===== src/rtl/vend_ctrl_fsm.sv =====
// rtl/vend_ctrl_fsm.sv - vending transaction controller: credit, dispense, change, timeout refund
// Optional sales log (o_sales_cnt/o_revenue) enabled by defining VEND_SALES_LOG_EN.
module vend_ctrl_fsm #(
  parameter int PRICE      = 700,
  parameter int CREDIT_MAX = 9900,
  parameter int TIMEOUT_S  = 10,
  parameter int DISPENSE_S = 2,
  parameter int CW         = 16
) (
  input  logic          i_clk,
  input  logic          reset,
  input  logic          i_sec,
  input  logic          i_coin100,
  input  logic          i_coin500,
  input  logic          i_cancel,
  output logic [CW-1:0] o_credit,
  output logic          o_vend,
  output logic [CW-1:0] o_change,
  output logic          o_change_valid,
  output logic          o_reject,
  output logic [1:0]    o_state,
  output logic [7:0]    o_time_left
`ifdef VEND_SALES_LOG_EN
  ,
  output logic [15:0]   o_sales_cnt,
  output logic [CW+7:0] o_revenue
`endif
);

  typedef enum logic [1:0] {
    S_IDLE     = 2'd0,
    S_COLLECT  = 2'd1,
    S_DISPENSE = 2'd2,
    S_CHANGE   = 2'd3
  } state_t;

  state_t        r_state;
  logic [CW-1:0] r_credit;
  logic [CW-1:0] r_change;
  logic          r_vend;
  logic          r_change_valid;
  logic          r_reject;
  logic [7:0]    r_time_left;
  logic [7:0]    r_disp_cnt;
  logic          r_sec_d;

  logic          w_tick;
  logic          w_arb;
  logic [CW:0]   w_sum100;
  logic [CW:0]   w_sum500;
  logic          w_acc100;
  logic          w_acc500;
  logic          w_acc;
  logic          w_rej;
  logic [CW-1:0] w_add;

  assign w_tick = i_sec & ~r_sec_d;

  // Coins are only considered while collecting and not already leaving COLLECT this cycle.
  assign w_arb = (r_state == S_IDLE) ||
                 ((r_state == S_COLLECT) && (r_credit < CW'(PRICE)) && (r_time_left != 8'd0));

  assign w_sum100 = {1'b0, r_credit} + (CW+1)'(100);
  assign w_sum500 = {1'b0, r_credit} + (CW+1)'(500);
  assign w_acc500 = w_arb && !i_cancel && i_coin500 && (w_sum500 <= (CW+1)'(CREDIT_MAX));
  assign w_acc100 = w_arb && !i_cancel && !i_coin500 && i_coin100 &&
                    (w_sum100 <= (CW+1)'(CREDIT_MAX));
  assign w_acc    = w_acc500 | w_acc100;
  assign w_rej    = (i_coin500 && !w_acc500) || (i_coin100 && !w_acc100);
  assign w_add    = w_acc500 ? CW'(500) : CW'(100);

`ifdef VEND_SALES_LOG_EN
  logic [15:0]   r_sales_cnt;
  logic [CW+7:0] r_revenue;
  logic [CW+8:0] w_rev_sum;

  assign w_rev_sum = {1'b0, r_revenue} + (CW+9)'(PRICE);

  always_ff @(posedge i_clk) begin
    if (reset) begin
      r_sales_cnt <= '0;
      r_revenue   <= '0;
    end else if (r_state == S_COLLECT && r_credit >= CW'(PRICE)) begin
      if (r_sales_cnt != 16'hFFFF) r_sales_cnt <= r_sales_cnt + 16'd1;
      r_revenue <= w_rev_sum[CW+8] ? '1 : w_rev_sum[CW+7:0];
    end
  end

  assign o_sales_cnt = r_sales_cnt;
  assign o_revenue   = r_revenue;
`endif

  always_ff @(posedge i_clk) begin
    if (reset) begin
      r_state        <= S_IDLE;
      r_credit       <= '0;
      r_change       <= '0;
      r_vend         <= 1'b0;
      r_change_valid <= 1'b0;
      r_reject       <= 1'b0;
      r_time_left    <= '0;
      r_disp_cnt     <= '0;
      r_sec_d        <= 1'b1;
    end else begin
      r_sec_d        <= i_sec;
      r_reject       <= w_rej;
      r_change_valid <= 1'b0;
      case (r_state)
        S_IDLE: begin
          if (w_acc) begin
            r_state     <= S_COLLECT;
            r_credit    <= r_credit + w_add;
            r_time_left <= 8'(TIMEOUT_S);
          end
        end
        S_COLLECT: begin
          if (r_credit >= CW'(PRICE)) begin
            r_state     <= S_DISPENSE;
            r_credit    <= r_credit - CW'(PRICE);
            r_vend      <= 1'b1;
            r_disp_cnt  <= '0;
            r_time_left <= '0;
          end else if (i_cancel || r_time_left == 8'd0) begin
            r_state        <= S_CHANGE;
            r_change       <= r_credit;
            r_change_valid <= 1'b1;
            r_credit       <= '0;
            r_time_left    <= '0;
          end else if (w_acc) begin
            r_credit    <= r_credit + w_add;
            r_time_left <= 8'(TIMEOUT_S);
          end else if (w_tick) begin
            r_time_left <= r_time_left - 8'd1;
          end
        end
        S_DISPENSE: begin
          if (w_tick) begin
            if (r_disp_cnt == 8'(DISPENSE_S - 1)) begin
              r_vend <= 1'b0;
              if (r_credit != '0) begin
                r_state        <= S_CHANGE;
                r_change       <= r_credit;
                r_change_valid <= 1'b1;
                r_credit       <= '0;
              end else begin
                r_state <= S_IDLE;
              end
            end else begin
              r_disp_cnt <= r_disp_cnt + 8'd1;
            end
          end
        end
        default: r_state <= S_IDLE;
      endcase
    end
  end

  assign o_credit       = r_credit;
  assign o_vend         = r_vend;
  assign o_change       = r_change;
  assign o_change_valid = r_change_valid;
  assign o_reject       = r_reject;
  assign o_state        = r_state;
  assign o_time_left    = r_time_left;

endmodule

===== config.mk =====
export PLATFORM = sky130hd
export DESIGN_NAME = vend_ctrl_fsm
export DESIGN_NICKNAME = d
export VERILOG_FILES = /design/src/rtl/vend_ctrl_fsm.sv
export SDC_FILE = /design/constraint.sdc
export NUM_CORES = 1
export LEC_CHECK = 0
export CAP_MARGIN = 20
export CORE_UTILIZATION = 56
export CTS_CLUSTER_DIAMETER = 60
export DETAILED_ROUTE_END_ITERATION = 8
export HOLD_SLACK_MARGIN = 0.06
export PLACE_DENSITY = 0.91
export SKIP_CTS_REPAIR_TIMING = 1
export SYNTH_ARGS = -nofsm -noshare
export SYNTH_HDL_FRONTEND = slang
export SYNTH_SLANG_ARGS = --single-unit

===== constraint.sdc =====
create_clock -name i_clk -period 5.1 [get_ports i_clk]
set_clock_uncertainty 0.2 [all_clocks]
set_input_delay 1.02 -clock i_clk [delete_from_list [all_inputs] [get_ports i_clk]]
set_output_delay 1.02 -clock i_clk [all_outputs]
set_load 0.01 [all_outputs]

---- Yosys cells after proc, flatten, opt, wreduce, memory -nomap -nowiden ----
Index checks and enable logic that the tools add are counted.
storage, ports and cells
  bits in registers ....................... 54
  bits of input ports ..................... 6
  output and inout bits ................... 45
  word-level logic and storage cells ...... 106
operators by class
  add/subtract/negate cells ............... 6
  magnitude comparators ................... 4
  equal/unequal tests ..................... 13
  muxes and demuxes ....................... 41
  bitwise gates (word level) .............. 3
  reductions and logical operators ........ 30
operators by type and width
  kind                      number
  $mux W16                  11
  $mux W8                   8
  $pmux W16 S3              1
  $le A17 B14 Y1 const B    2
  $pmux W16 S2              1
  $pmux W8 S2               2
  $add A16 B7 Y17 const B   1
  $add A16 B9 Y17 const B   1
  $add A16 B9 Y16           1
  $ge A16 B10 Y1 const B    1
  $lt A16 B10 Y1 const B    1
  $reduce_and A4 Y1         4
  $reduce_bool A16 Y1       1
  $sub A16 B10 Y16 const B  1
  $mux W2                   6
  $ne A2 B2 Y1 const B      6
  $logic_and A1 B1 Y1       10
  $mux W9                   1
  $add A8 B1 Y8 const B     1
  $eq A8 B1 Y1 const B      1
  $logic_not A8 Y1          1
  $mux W1                   8
  $reduce_bool A8 Y1        1
  $sub A8 B1 Y8 const B     1
  other kinds (17)          25

---- Logic depth before layout (Yosys ltp) ----
  word-level depth ........................ 13
  gate-level depth with buffers ........... 19
  depth with buffers taken out ............ 17

---- Worst setup path before layout ----
OpenSTA, ideal clock, no wires.
  kind .................................... register to register
  from .................................... register r_credit[2] (netlist: o_credit[2])
  to ...................................... register r_credit[12] (netlist: o_credit[12])
  library setup time ...................... 0.114 ns
  arrival time ............................ 4.142 ns
  required time ........................... 4.786 ns
  setup slack ............................. 0.643 ns
  cell stages (with the launch flop) ...... 20
  path buffers ............................ 2
  clock period less this slack ............ 4.457 ns
  cell sequence ........................... dfxtp_1 > clkbuf_1 > inv_1 > ha_1 > or3b_1 > a221oi_1 > o21ai_0 > a41o_1 > nand4b_2 > buf_6 > inv_1 > ha_1 > a211oi_1 > a21boi_0 > nor2_1 > nor2b_1 > o21ai_0 > a2111oi_2 > o211ai_1 > a21bo_1
between the ends
  word-level cells in the longest chain between the ends .. 13
  elaborated cells between the ends (all ways) .. 26
  those cells by class .................... 4 x add/sub; 4 x order compare; 1 x eq/ne; 5 x mux; 1 x bitwise; 11 x reduce/logical
ends and longest elaborated chain
  what                                                                      line  source
  start, declared                                                           38    logic [CW-1:0] r_credit;
  start signal, assigned                                                    112   r_credit <= r_credit + w_add;
  start signal, assigned                                                    119   r_credit <= r_credit - CW'(PRICE);
  start signal, assigned                                                    130   r_credit <= r_credit + w_add;
  parallel branches: the longest is 13 deep, another holds $add A16 B9 Y17  --
Parallel ways; which one is timed is not known.
A chain may end at the register's enable or synchronous reset.

---- Worst setup path in the final report ----
  from .................................... input i_cancel
  to ...................................... register r_credit[14] (netlist: o_credit[14])
between the ends
  word-level cells in the longest chain between the ends .. 10
  elaborated cells between the ends (all ways) .. 15
  those cells by class .................... 1 x add/sub; 5 x mux; 1 x bitwise; 8 x reduce/logical
ends and longest elaborated chain
  what                                                         line          source
  start, declared                                              15            input logic i_cancel,
  $logic_not A1 Y1                                             65, 66
  $logic_and A1 B1 Y1                                          65, 66
  $logic_and A1 B1 Y1, on equally long branches (2 in series)  65, 66
  $mux W9 / $logic_and A1 B1 Y1 (equally long branches)        70, 66
  $add A16 B9 Y16 / $or A1 B1 Y1 (equally long branches)       112, 130, 68
  $mux W16                                                     110, 129
  $mux W16                                                     123           end else if (i_cancel || r_time_left == 8'd0) begin
  $mux W16                                                     117           if (r_credit >= CW'(PRICE)) begin
  $pmux W16 S3 *                                               108           case (r_state)
Every way passes the cells marked *; elsewhere a longest branch is shown, timed or not.

==> metrics.md <==
| Metric | Value |
|---|---|
| Outcome | `complete, but fails checks` |
| Failing checks | `DRC` |
| Max IR drop VDD | `0.0002426 V` |
| Die X | `84.13 µm` |
| Main flop type after synthesis | `dfxtp_1` |
| Post-DRT Antenna Nets | `0` |
| Nets | `535` |
| CTS tree | `yes` |
| Final WS setup | `0.3737 ns` |
| CP arrival | `4.70 ns` |
| Period Utilization, post-route | `92.67%` |
| Slew Limit Fails | `0` |
| Hpwl dp | `7.632 mm` |
| Syn Area/Cell | `7.853 µm²` |
| Worst Path Buf+Inv | `2` |
| Synthesis warning total | `0` |
| Longest Clk Path Bufs | `2` |
| IO Count | `51` |
| Area of the multi-input gates | `2541 µm²` |
| Pre-antenna DRT Iters | `7` |
| Placeable Area | `6422 µm²` |
| Initial antenna violation count | `0` |
| # setup viols final | `0` |
| Post-synth EDFFs | `0` |
| WP data required | `5.07 ns` |
| Cells after synthesis | `481` |
| Worst slack at placement | `0.06182 ns` |
| Initial drt markers | `431` |
| Fmax | `211.6 MHz` |
| Antenna Cells | `0` |
| Seq/Total Area, Yosys | `26.50%` |
| Setup TNS | `0 ns` |
| Final GP Congestion | `0.9774` |
| Via count | `3,953` |
| Hold Crit Class | `reg -> reg` |
| Slew HR | `45.80%` |
| Number of fill cells | `519` |
| CTS clk-pin slew, worst paths | `0.10 ns` |
| Highest-delay cell along the critical path | `clkdlybuf4s50_1` |
| Layout area overhead | `16.26%` |
| Max cap viols | `0` |
| Synth unique cells | `80` |
| Leakage | `0.001700 µW` |
| PwrDens | `481.2 nW/µm²` |
| IO buf count | `46` |
| Cell Rows | `29` |
| Worst Path Max Fanout | `4` |
| Final Hold Vio Count | `0` |
| Cell breakdown of the critical path | `clkdlybuf4s50_1 > or4b_1 > a211oi_1 > a21oi_1 > nand4b_2 > inv_1 > ha_1 > a211oi_1 > a21boi_0 > nor2_1 > nor2b_1 > o21ai_1 > nor2_1 > a311oi_1 > a2111oi_1` |
| WL per Instance | `18.21 µm` |
| Sink Count | `50` |
| Crit path max-delay family | `compound AO/OA/AOI/OAI gates` |
| Startpoint types | `input port` |
| Die height | `84.13 µm` |
| Number of global-route vias before repair | `3,637` |
| Crit path time final | `4.726 ns` |
| Unrepaired setup endpoints after global routing | `false` |
| Overflow after GRT | `0` |
| Root buf cell | `clkbuf_8` |
| Finished Core Util | `68.38%` |
| Initial core utilization | `58.82%` |
| Async S/R FF share, synth | `0%` |
| Die footprint | `7078 µm²` |
| Reg2reg setup slack | `0.55 ns` |
| Final wirelength | `10.80 mm` |
| Most common cell after layout, fill and taps aside | `nor2_1` |
| Sequential cell area | `1001 µm²` |
| Total track usage | `30.63%` |
| Most frequent cells in the layout | `nor2_1 (61), dfxtp_1 (50), clkdlybuf4s50_1 (46), nand2_1 (29), a21oi_1 (28)` |
| Largest net degree at the start of global routing | `23` |
| Share of cells above drive strength 1 | `8.721%` |
| FF+latch count, synth | `50` |
| CTS Buf Count | `5` |
| H-tree lvl count | `2` |
| Post-Syn Area | `3777 µm²` |
| Crit path largest cell delay | `0.48 ns` |
| Worst skew pair latency | `0.31 ns` |
| DRC | `6` |
| Slew @ Worst Pin | `0.8101 ns` |
| Vias per cell | `6.666` |
| First-pass GRT wire length | `17.78 mm` |
| Critical path class | `in -> reg` |
| Setup crit end kind | `flip-flop` |
[per-layer routing]
metal	up-vias	routed length [µm]	track usage (%)
met4	0	226	8.464
met5	-	0	0
li1	1849	-	-
met1	1851	4626	43.11
met3	26	1019	4.425
met2	227	4929	49.03
[cells by family (layout without fill, tap and decap cells)]
logic type	after synthesis	in the layout	synth area share, %
AND/OR/NAND/NOR	177	177	24.68
AO/OA/AOI/OAI	148	148	28.62
buffers and inverters	55	87	6.525
flip-flops	50	50	26.50
XOR/XNOR	20	20	4.637
multiplexers	16	16	4.306
adder cells (fa/ha/maj)	14	14	4.637
other	1	4	0.09928
[flip-flops by register name, summed over array words and instances (netlist names)]
| name | count |
|---|---|
| r_disp_cnt | 8 |
| o_change_valid | 1 |
| o_credit | 14 |
| o_change | 14 |
| o_time_left | 8 |
| o_vend | 1 |
| r_sec_d | 1 |
| o_reject | 1 |
| o_state | 2 |
[final timing paths]
check	startpoint	endpoint	cells past startpoint
min reg2reg	o_change[3]$_SDFFE_PP0P_	o_change[3]$_SDFFE_PP0P_	2
max reg2reg	o_credit[2]$_SDFFE_PP0P_	o_credit[14]$_SDFFE_PP0P_	16
min	o_change[3]$_SDFFE_PP0P_	o_change[3]$_SDFFE_PP0P_	2
max	i_cancel	o_credit[14]$_SDFFE_PP0P_	15
[synthesized netlist by cell type, types with 4 or more instances]
master	number	area (µm²)
a211oi_1	8	60.06
a21o_1	7	52.55
a21oi_1	28	140.1
a221oi_1	4	35.03
a22oi_1	4	30.03
a311oi_1	5	43.79
a31oi_1	9	56.30
and3_1	4	25.02
buf_2	11	55.05
buf_4	5	37.54
clkbuf_1	20	75.07
dfxtp_1	50	1001
ha_1	14	175.2
inv_1	18	67.56
mux2i_1	14	140.1
nand2_1	29	108.9
nand2b_1	4	25.02
nand3_1	17	85.08
nand4_1	5	31.28
nor2_1	61	229.0
nor3_1	9	45.04
nor3b_1	6	45.04
nor4_1	4	25.02
o211ai_1	4	30.03
o21ai_0	18	90.09
o21ai_1	12	60.06
o31ai_1	5	37.54
or3_1	5	31.28
xnor2_1	8	70.07
xor2_1	12	105.1
[per-stage QoR]
stage               cells  hold slack, ns  instance area, µm²  power, µW
floorplan             484          0.2620                3789       1432
global placement      585          0.2684                4279       1746
detailed placement    585          0.2875                4279       1777
CTS                   593          0.3101                4392       2074
global route          593          0.3357                4392       2240
finish                593          0.3050                4392       2113
[worst min-delay path, stage by stage, from the launching register on]
cell and delay (ns):
dfxtp_1 0.35, a21oi_1 0.06, nor2_1 0.07
[where the power goes]
part / internal (µW) / total (µW) / switching (µW)
combinational: 512 / 1270 / 759
sequential: 444 / 551 / 107
clock: 147 / 293 / 145
[cell type report]
class,instances,share of cell area [%]
Clock buffer,5,1.567
Clock inverter,3,0.9972
Inverter,18,1.538
Multi-Input combinational cell,379,57.86
Sequential cell,50,22.79
Tap cell,77,2.194
Timing Repair Buffer,61,13.05
No activity file was read; power rests on OpenSTA's default activity.
